File: config.mk
export PLATFORM = sky130hd
export DESIGN_NAME = serial_subtractor_32
export DESIGN_NICKNAME = d
export VERILOG_FILES = /design/src/rtl/serial_subtractor_32_pkg.sv /design/src/rtl/serial_subtractor_32_sub_slice.sv /design/src/rtl/serial_subtractor_32.sv
export SDC_FILE = /design/constraint.sdc
export NUM_CORES = 1
export LEC_CHECK = 0
export CAP_MARGIN = 10
export CORE_MARGIN = 2
export CORE_UTILIZATION = 45
export DETAILED_ROUTE_END_ITERATION = 8
export PLACE_DENSITY_LB_ADDON = 0.08
export SYNTH_ARGS = -nofsm -noshare
export SYNTH_HDL_FRONTEND = slang
export SYNTH_SLANG_ARGS = --single-unit
export TNS_END_PERCENT = 100
File: constraint.sdc
create_clock -name clk -period 9.42 [get_ports clk]
set_input_delay 2.355 -clock clk [delete_from_list [all_inputs] [get_ports clk]]
set_output_delay 2.355 -clock clk [all_outputs]
set_load 0.02 [all_outputs]
File: src/rtl/serial_subtractor_32_pkg.sv
// Shared definitions for the digit-serial subtractor: FSM encoding, default geometry
// and the digit-count helper.
package serial_subtractor_32_pkg;

  localparam int SUB_WIDTH = 32;
  localparam int SUB_DIGIT = 4;

  typedef enum logic {
    ST_IDLE = 1'b0,
    ST_RUN  = 1'b1
  } state_t;

  function automatic int digit_count(input int width, input int digit);
    return width / digit;
  endfunction

endpackage

File: src/rtl/serial_subtractor_32_sub_slice.sv
// Combinational DIGIT-bit subtract slice; borrow is carried as the inverted carry
// of a + ~b + ~brw_in.
module sub_slice #(
  parameter int DIGIT = 4
) (
  input  logic [DIGIT-1:0] a_d,
  input  logic [DIGIT-1:0] b_d,
  input  logic             brw_in,
  output logic [DIGIT-1:0] d,
  output logic             brw_out
);

  logic [DIGIT:0] sum;

  always_comb begin
    sum     = {1'b0, a_d} + {1'b0, ~b_d} + {{DIGIT{1'b0}}, ~brw_in};
    d       = sum[DIGIT-1:0];
    brw_out = ~sum[DIGIT];
  end

endmodule

File: src/rtl/serial_subtractor_32.sv
// Multi-cycle subtractor: diff = a - b - bin, DIGIT bits per cycle LSB first,
// start/busy/done handshake, WIDTH/DIGIT cycles per operation.
module serial_subtractor_32
  import serial_subtractor_32_pkg::*;
#(
  parameter int WIDTH = SUB_WIDTH,
  parameter int DIGIT = SUB_DIGIT
) (
  input  logic             clk,
  input  logic             rst,
  input  logic             start,
  input  logic [WIDTH-1:0] a,
  input  logic [WIDTH-1:0] b,
  input  logic             bin,
  output logic [WIDTH-1:0] diff,
  output logic             bout,
  output logic             busy,
  output logic             done
);

  localparam int N  = digit_count(WIDTH, DIGIT);
  localparam int CW = (N > 1) ? $clog2(N) : 1;
  localparam logic [CW-1:0] LAST = CW'(N - 1);

  state_t                   state;
  logic [WIDTH-1:0]         a_sr;
  logic [WIDTH-1:0]         b_sr;
  // Holds the result digits produced so far; the newest digit enters at the top.
  logic [WIDTH-DIGIT-1:0]   acc;
  logic                     brw;
  logic [CW-1:0]            cnt;
  logic [DIGIT-1:0]         d_dig;
  logic                     brw_nxt;

  sub_slice #(.DIGIT(DIGIT)) u_slice (
    .a_d     (a_sr[DIGIT-1:0]),
    .b_d     (b_sr[DIGIT-1:0]),
    .brw_in  (brw),
    .d       (d_dig),
    .brw_out (brw_nxt)
  );

  always_ff @(posedge clk or posedge rst) begin
    if (rst) begin
      state <= ST_IDLE;
      a_sr  <= '0;
      b_sr  <= '0;
      acc   <= '0;
      brw   <= 1'b0;
      cnt   <= '0;
      diff  <= '0;
      bout  <= 1'b0;
      busy  <= 1'b0;
      done  <= 1'b0;
    end else begin
      done <= 1'b0;
      case (state)
        ST_IDLE: begin
          if (start) begin
            a_sr  <= a;
            b_sr  <= b;
            brw   <= bin;
            cnt   <= '0;
            busy  <= 1'b1;
            state <= ST_RUN;
          end
        end
        ST_RUN: begin
          a_sr <= a_sr >> DIGIT;
          b_sr <= b_sr >> DIGIT;
          acc  <= {d_dig, acc[WIDTH-DIGIT-1:DIGIT]};
          brw  <= brw_nxt;
          cnt  <= cnt + 1'b1;
          if (cnt == LAST) begin
            diff  <= {d_dig, acc};
            bout  <= brw_nxt;
            done  <= 1'b1;
            busy  <= 1'b0;
            state <= ST_IDLE;
          end
        end
        default: state <= ST_IDLE;
      endcase
    end
  end

endmodule

# --- Yosys cells after proc, flatten, opt, wreduce, memory -nomap -nowiden ---
# Cells that the tools add are included.
totals:
  register_bits: 132
  input_bits: 68
  elab_cells: 38
classes:
  muxes: 16
  bitwise: 4
  n_addsub: 3
  eq_ne: 3
  n_reduce_logical: 2
op_table:
  columns: ["cell", "n"]
  rows:
  - ["32-bit one-hot mux with 2 select lines", 2]
  - ["32-bit two-way mux", 2]
  - ["1-bit two-way mux", 7]
  - ["1-bit one-hot mux with 2 select lines", 3]
  - ["3-bit one-hot mux with 2 select lines", 1]
  - ["4-bit by 4-bit adder with 5-bit output", 1]
  - ["5-bit by 1-bit adder with 5-bit output", 1]
  - ["4-bit inverter", 1]
  - ["2-bit AND reduction", 2]
  - ["3-bit by 1-bit adder with 3-bit output, second input constant", 1]
  - ["3-bit == test, second input constant", 1]
  - ["3-bit two-way mux", 1]
  - ["1-bit inverter", 3]
  - ["2-bit by 1-bit != test with 1-bit output, second input constant", 1]
  - ["2-bit != test, second input constant", 1]

# --- Longest topological paths before layout ---
# Gate-level depths: netlist (run 1).
logic_depth:
  word_depth: 5
  mapped_depth: 7

# --- By module ---
# A second synthesis (run 1) with hierarchy kept.
hier_totals:
  hier_cells: 440
  area_unflattened_um2: 5786.8
by_module_without_submodules:
  columns: ["module", "cells_per_inst", "seq_area_each_um2", "area_per_inst_um2", "n_inst"]
  rows:
  - ["serial_subtractor_32", 423, 3303.2, 5641.7, 1]
  - ["sub_slice", 17, 0.0, 145.1, 1]

# --- Worst setup path after synthesis (run 1) ---
# Ideal clock, no wire load.
synth_timing:
  path_kind: "input to register"
  start: "in start"
  end: "reg brw"
  stages: 5
  t_required_ns: 9.282
  arrival_time_ns: 3.105
  path_slack_ns: 6.177
  path_cell_list: "buf_2 > buf_4 > buf_4 > mux2i_1 > o22ai_1"
synth_between:
  elab_chain_len: 1
synth_lines:
  columns: ["element", "line_no", "source"]
  rows:
  - ["start: declaration", "serial_subtractor_32.sv:11", "input logic start,"]
  - ["2-bit != test (no line)", null, null]
  - ["end signal: assignment", "serial_subtractor_32.sv:62", "brw <= bin;"]
  - ["end signal: assignment", "serial_subtractor_32.sv:72", "brw <= brw_nxt;"]
  - ["end: declaration", "serial_subtractor_32.sv:30", "logic brw;"]
# No other way between the ends.
# A chain may end at the register's enable or synchronous reset.

==> impl_metrics.py, run 1 <==
metrics = {
    "detailed_routing": {
        "dr.pass1.iters": 4,
        "viasPerCell": 4.92,
        "drtAntennaViolNets": 0,
        "finalWirelength_um": 10600,
        "drc": 0,
        "drt_iter0_markers": 174,
        "wl_per_cell_um": 14.5,
        "vias": 3595,
    },
    "synth": {
        "syn_area_sq_um": 5630,
        "synthCells": 455,
        "syn_nets": 530,
        "yosysTopAreaCell": "dfrtp_1",
        "netlist_top_cells_area": "dfrtp_1 59%, mux2i_1 12%, mux2_2 11%",
        "avgSynthCellArea_sq_um": 12.4,
        "synth_top_area_share_pct": 58.7,
        "yosysSeqAreaShare_pct": 58.7,
        "synth_warnings": 0,
        "synth_cell_types": 32,
        "synth_seq_cells": 132,
    },
    "sta": {
        "rsz0062_at_grt": "no",
        "setup_viol": 0,
        "fin_crit_sh_pct": 40.9,
        "fmax_mhz": 260,
        "slew_headroom_pct": 24.6,
        "fin_tns_setup_ns": 0,
        "hold_viol": 0,
        "clock-skew-final_ns": 0.00760,
        "drv_slew": 0,
        "period_needed_ns": 3.85,
        "whs_ns": 0.477,
        "tightestPinTransition_ns": 1.13,
    },
    "final_layout": {
        "final_area_sq_um": 7330,
        "diodes": 0,
        "final_core_util_pct": 60.5,
        "layout_commonest_cell": "dfrtp_1",
        "multi_input_area_sq_um": 2130,
        "finalNetCount": 625,
        "drive_gt1_share_pct": 16.0,
        "area_delta_synth_final_pct": 30.3,
        "fillers": 1004,
        "regArea_sq_um": 3310,
        "layout.cells.most_common_list": "131 x dfrtp_1, 101 x clkdlybuf4s50_1, 66 x mux2i_1, 59 x nand2_1, 58 x o21ai_0",
    },
    "place": {
        "port_buffers": 102,
        "place_congestion": 0.735,
        "dp_hpwl_um": 6750,
        "dpl_cell_area_sq_um": 6720,
    },
    "power": {
        "finalPower_mw": 2.48,
        "seqPwrFrac_pct": 39.3,
        "power.density_nw_per_um2": 339,
        "ir_worst_vdd_v": 0.000120,
        "p_int_mw": 1.69,
        "clkPwrFrac_pct": 26.1,
        "leakage_nw": 3.29,
        "switching_share_pct": 31.9,
        "power_frac_comb_pct": 34.6,
        "p_switching_mw": 0.793,
    },
    "critical_path": {
        "crit_type": "in2async",
        "cp.arrival_ns": 4.13,
        "crit_fanout": 77,
        "crit_path_end_kind": "asynchronous set/reset pin",
        "required_ns": 9.70,
        "startpoint_type": "input port",
    },
    "flow_run": {
        "max-cap-violations": 0,
    },
    "grt": {
        "grt_pass1_wl_um": 18000,
        "overflow": 0,
        "grt_usage_pct": 17.5,
        "grt_max_degree": 143,
        "first_global_vias": 3706,
        "antenna_found_initial": 0,
    },
    "die": {
        "start_util_pct": 46.4,
        "fp.dieW_um": 116,
        "pin_count": 103,
        "chipHeight_um": 116,
        "dieArea_sq_um": 13400,
        "rows": 40,
        "core_sq_um": 12100,
    },
    "clock_network": {
        "cts-buffers-inserted": 17,
        "cts_setup_buffers": 0,
        "cts.sink_count": 132,
        "clk_pin_slew_ns": 0.05,
        "cts_resized": 0,
        "cts_max_level": 4,
        "holdBufCountCts": 0,
        "cts-root-buf": "clkbuf_16",
        "clk_path_buf_depth": 2,
        "cts_tree": "built",
        "worstSkewPairLatency_ns": 0.41,
    },
    "hold_path": {
        "hp-class": "reg2reg",
    },
    "outcome": {
        "status": "completed",
    },
}
==> sequential cells by signal, summed over array words and instances, names as in the netlist, 3 cells and up <==
register / cells
a_sr: 32
diff: 32
cnt: 3
b_sr: 32
acc: 28
==> path summary, 6_finish.rpt <==
path / startpoint / end / slack [ns] / cells after the start
max: rst / state$_DFF_PP0_ / 5.57 / 3
min: a_sr[7]$_DFFE_PP0P_ / a_sr[3]$_DFFE_PP0P_ / 0.48 / 2
max reg2reg: cnt[0]$_DFFE_PP0P_ / diff[0]$_DFFE_PP0P_ / 7.40 / 5
min reg2reg: a_sr[7]$_DFFE_PP0P_ / a_sr[3]$_DFFE_PP0P_ / 0.48 / 2
max in group clk: bout$_DFFE_PP0P_ / bout / 5.66 / 1
min in group asynchronous: rst / b_sr[5]$_DFFE_PP0P_ / 2.37 / 2
==> critical path: stages <==
cell,delay [ns]
clkdlybuf4s50_1,0.47
inv_6,0.39
buf_4,0.83
==> routing by layer <==
metal  wire length, um  track usage, %
met5                 0               0
met4                75            5.95
met3               537            5.39
met2              4840            26.7
met1              5140            24.1
==> kinds of logic after synthesis <==
kind of cell	count (synthesis)	synth area share, %
flip-flops	132	58.7
multiplexers	120	22.6
buffers and inverters	38	3.43
AND/OR/NAND/NOR	87	6.65
XOR/XNOR	1	0.156
adder cells (fa/ha/maj)	7	1.82
AO/OA/AOI/OAI	70	6.67
==> cell type report <==
class                      instances  area share, %
tap                              168           2.87
sequential                       132           45.1
inverter                           9          0.529
timing repair buffer             105           14.5
clock buffer                      21           6.15
multi-input combinational        285           29.1
clock inverter                    10           1.81
==> cells in the mapped netlist, drive strengths merged <==
cell type / instances
nor2: 14
clkbuf: 10
nand3: 1
nand3b: 1
and4b: 1
o2111ai: 2
nor4bb: 2
a21oi: 3
o21ai: 58
a31oi: 1
mux2: 54
o31ai: 1
o22ai: 2
buf: 19
a221oi: 1
fa: 2
nor2b: 1
nand2: 60
xnor2: 1
dfrtp: 132
nand2b: 4
mux2i: 66
or3: 1
ha: 5
or4: 1
inv: 9
a22o: 2
nand4: 1
==> stage by stage <==
stage,worst slack [ns],std cells
2_1_floorplan,3.54,455
3_5_place_dp,5.04,698
4_1_cts,5.46,729
5_1_grt,5.22,730
3_3_place_gp,5.06,698
6_report,5.57,730
==> power by group through the flow <==
stage          Sequential [mW]  Combinational, mW  Clock (mW)
2_1_floorplan             1.02              0.523           0
3_3_place_gp             0.982              0.839           0
3_5_place_dp             0.990              0.858           0
4_1_cts                  0.982              0.863       0.662
5_1_grt                   1.02              0.955       0.691
6_report                 0.976              0.857       0.648
(Power assumes the default switching activity.)
==> run 2, diff against run 1 <==
==> constraint.sdc (replaced) <==
create_clock -name clk -period 3.8 [get_ports clk]
set_input_delay 0.95 -clock clk [delete_from_list [all_inputs] [get_ports clk]]
set_output_delay 0.95 -clock clk [all_outputs]
set_load 0.02 [all_outputs]
==> run 2 against run 1 <==
Core utilization decreased by 0.23 points. First-iteration DRC count up 24%. Combinational power rose by 140%. Critical endpoint is now bout.
==> impl_metrics.py, run 2 (synthesis results as in run 1) <==
metrics = {
    "place": {
        "dp_hpwl_um": 6820,
        "dp.cells": 699,
        "port_buffers": 102,
        "place_congestion": 0.749,
    },
    "sta": {
        "clock-skew-final_ns": 0.00614,
        "rsz0062_at_grt": "no",
        "slew_headroom_pct": 24.6,
        "tightestPinTransition_ns": 1.13,
        "fin_tns_setup_ns": 0,
        "setup_viol": 0,
        "drv_slew": 0,
        "period_needed_ns": 2.36,
        "hold_viol": 0,
        "fin_crit_sh_pct": 62.1,
        "fmax_mhz": 424,
    },
    "grt": {
        "first_global_vias": 3641,
        "antenna_found_initial": 0,
        "overflow": 0,
        "grt_pass1_wl_um": 17800,
        "grt_usage_pct": 17.5,
        "grt_max_degree": 100,
    },
    "clock_network": {
        "clk_path_buf_depth": 2,
        "cts-buffers-inserted": 17,
        "holdBufCountCts": 0,
        "cts_max_level": 4,
        "cts.sink_count": 132,
        "cts_resized": 0,
        "worstSkewPairLatency_ns": 0.42,
        "cts-root-buf": "clkbuf_16",
        "clk_pin_slew_ns": 0.05,
        "cts_tree": "built",
        "cts_setup_buffers": 0,
    },
    "power": {
        "leakage_nw": 3.28,
        "power_frac_comb_pct": 34.1,
        "ir_worst_vdd_v": 0.000394,
        "p_switching_mw": 1.96,
        "p_int_mw": 4.10,
        "clkPwrFrac_pct": 25.1,
        "seqPwrFrac_pct": 40.8,
        "switching_share_pct": 32.3,
        "power.density_nw_per_um2": 829,
    },
    "final_layout": {
        "layout.cells.most_common_list": "131 x dfrtp_1, 101 x clkdlybuf4s50_1, 66 x mux2i_1, 59 x nand2_1, 58 x o21ai_0",
        "finalNetCount": 625,
        "layout_commonest_cell": "dfrtp_1",
        "fillers": 1039,
        "top_regs": "a_sr x32, b_sr x32, diff x32",
        "final_cell_count_no_fill": 731,
        "drive_gt1_share_pct": 15.5,
        "diodes": 0,
        "area_delta_synth_final_pct": 29.8,
    },
    "die": {
        "pin_count": 103,
        "rows": 40,
        "start_util_pct": 46.4,
        "chipHeight_um": 116,
        "core_sq_um": 12100,
        "dieArea_sq_um": 13400,
        "fp.dieW_um": 116,
    },
    "critical_path": {
        "startpoint_type": "flip-flop",
        "path_buf_inv": 1,
        "worstPathCellList": "clkdlybuf4s50_1",
        "cp.arrival_ns": 1.41,
        "worst_path_largest_cell_delay_ns": 0.65,
        "cpMaxStageDelayCell": "clkdlybuf4s50_1",
        "crit_type": "reg2out",
        "crit_path_end_kind": "primary output",
        "critPathTopFamily": "buffers and inverters",
        "crit_fanout": 2,
        "required_ns": 2.85,
    },
    "detailed_routing": {
        "dr.pass1.iters": 4,
        "drtAntennaViolNets": 0,
        "vias": 3620,
        "wl_per_cell_um": 14.8,
        "drc": 0,
        "finalWirelength_um": 10800,
        "drt_iter0_markers": 215,
        "viasPerCell": 4.95,
    },
    "outcome": {
        "status": "completed",
    },
    "hold_path": {
        "hp-class": "reg2reg",
    },
    "flow_run": {
        "max-cap-violations": 0,
    },
}
run 2: cell count changes in the layout (fill, tap and decap cells not counted):
cell,before,now
buf_4,3,2
inv_6,1,0
buf_16,1,0
clkbuf_8,1,4
clkbuf_1,3,7
buf_12,0,2
bufinv_16,3,1
clkinvlp_4,3,1
clkinv_2,4,3
run 2: layer usage:
| layer | GRT usage [%] | wire (um) | vias to the layer above | part of all wire, % |
|---|---|---|---|---|
| li1 | - | - | 1778 | - |
| met1 | 23.7 | 5220 | 1740 | 48 |
| met2 | 26.4 | 4840 | 85 | 45 |
| met3 | 5.07 | 554 | 17 | 5.1 |
| met4 | 8.10 | 203 | 0 | 1.9 |
| met5 | 0 | 0 | - | 0 |
run 2: through the flow:
stage               setup slack [ns]  utilization, %  hold WS, ns  instance area [sq um]  power (mW)
floorplan                       1.21               -        0.452                   5630        3.83
global placement                1.46            55.7        0.467                   6750        4.52
detailed placement              1.42            55.7        0.472                   6750        4.58
CTS                             1.41            60.3        0.486                   7300        6.13
global route                    1.28            60.3        0.502                   7300        6.49
finish                          1.44            60.3        0.481                   7300        6.05
run 2: power by group through the flow:
stage / clock network [mW] / registers, mW / logic, mW
2_1_floorplan: 0 / 2.53 / 1.30
5_1_grt: 1.63 / 2.56 / 2.30
4_1_cts: 1.55 / 2.48 / 2.10
3_3_place_gp: 0 / 2.48 / 2.04
6_report: 1.52 / 2.47 / 2.07
3_5_place_dp: 0 / 2.49 / 2.09
run 2: cell type report:
cell class	instances	area, sq um	area share (%)
clock buffer	28	507	6.94
clock inverter	4	45.0	0.617
multi-input combinational	285	2130	29.2
sequential	132	3310	45.3
tap	168	210	2.88
timing repair buffer	105	1070	14.6
inverter	9	37.5	0.514
run 2: worst paths after layout:
check	slack (ns)	from	cells after the start	end
worst max-delay path	1.44	bout$_DFFE_PP0P_	1	bout
worst min-delay path	0.48	a_sr[9]$_DFFE_PP0P_	2	a_sr[5]$_DFFE_PP0P_
worst max register to register	1.49	state$_DFF_PP0_	3	diff[8]$_DFFE_PP0P_
worst min register to register	0.48	a_sr[9]$_DFFE_PP0P_	2	a_sr[5]$_DFFE_PP0P_
max in group asynchronous	2.16	rst	3	state$_DFF_PP0_
min in group asynchronous	0.94	rst	2	b_sr[5]$_DFFE_PP0P_
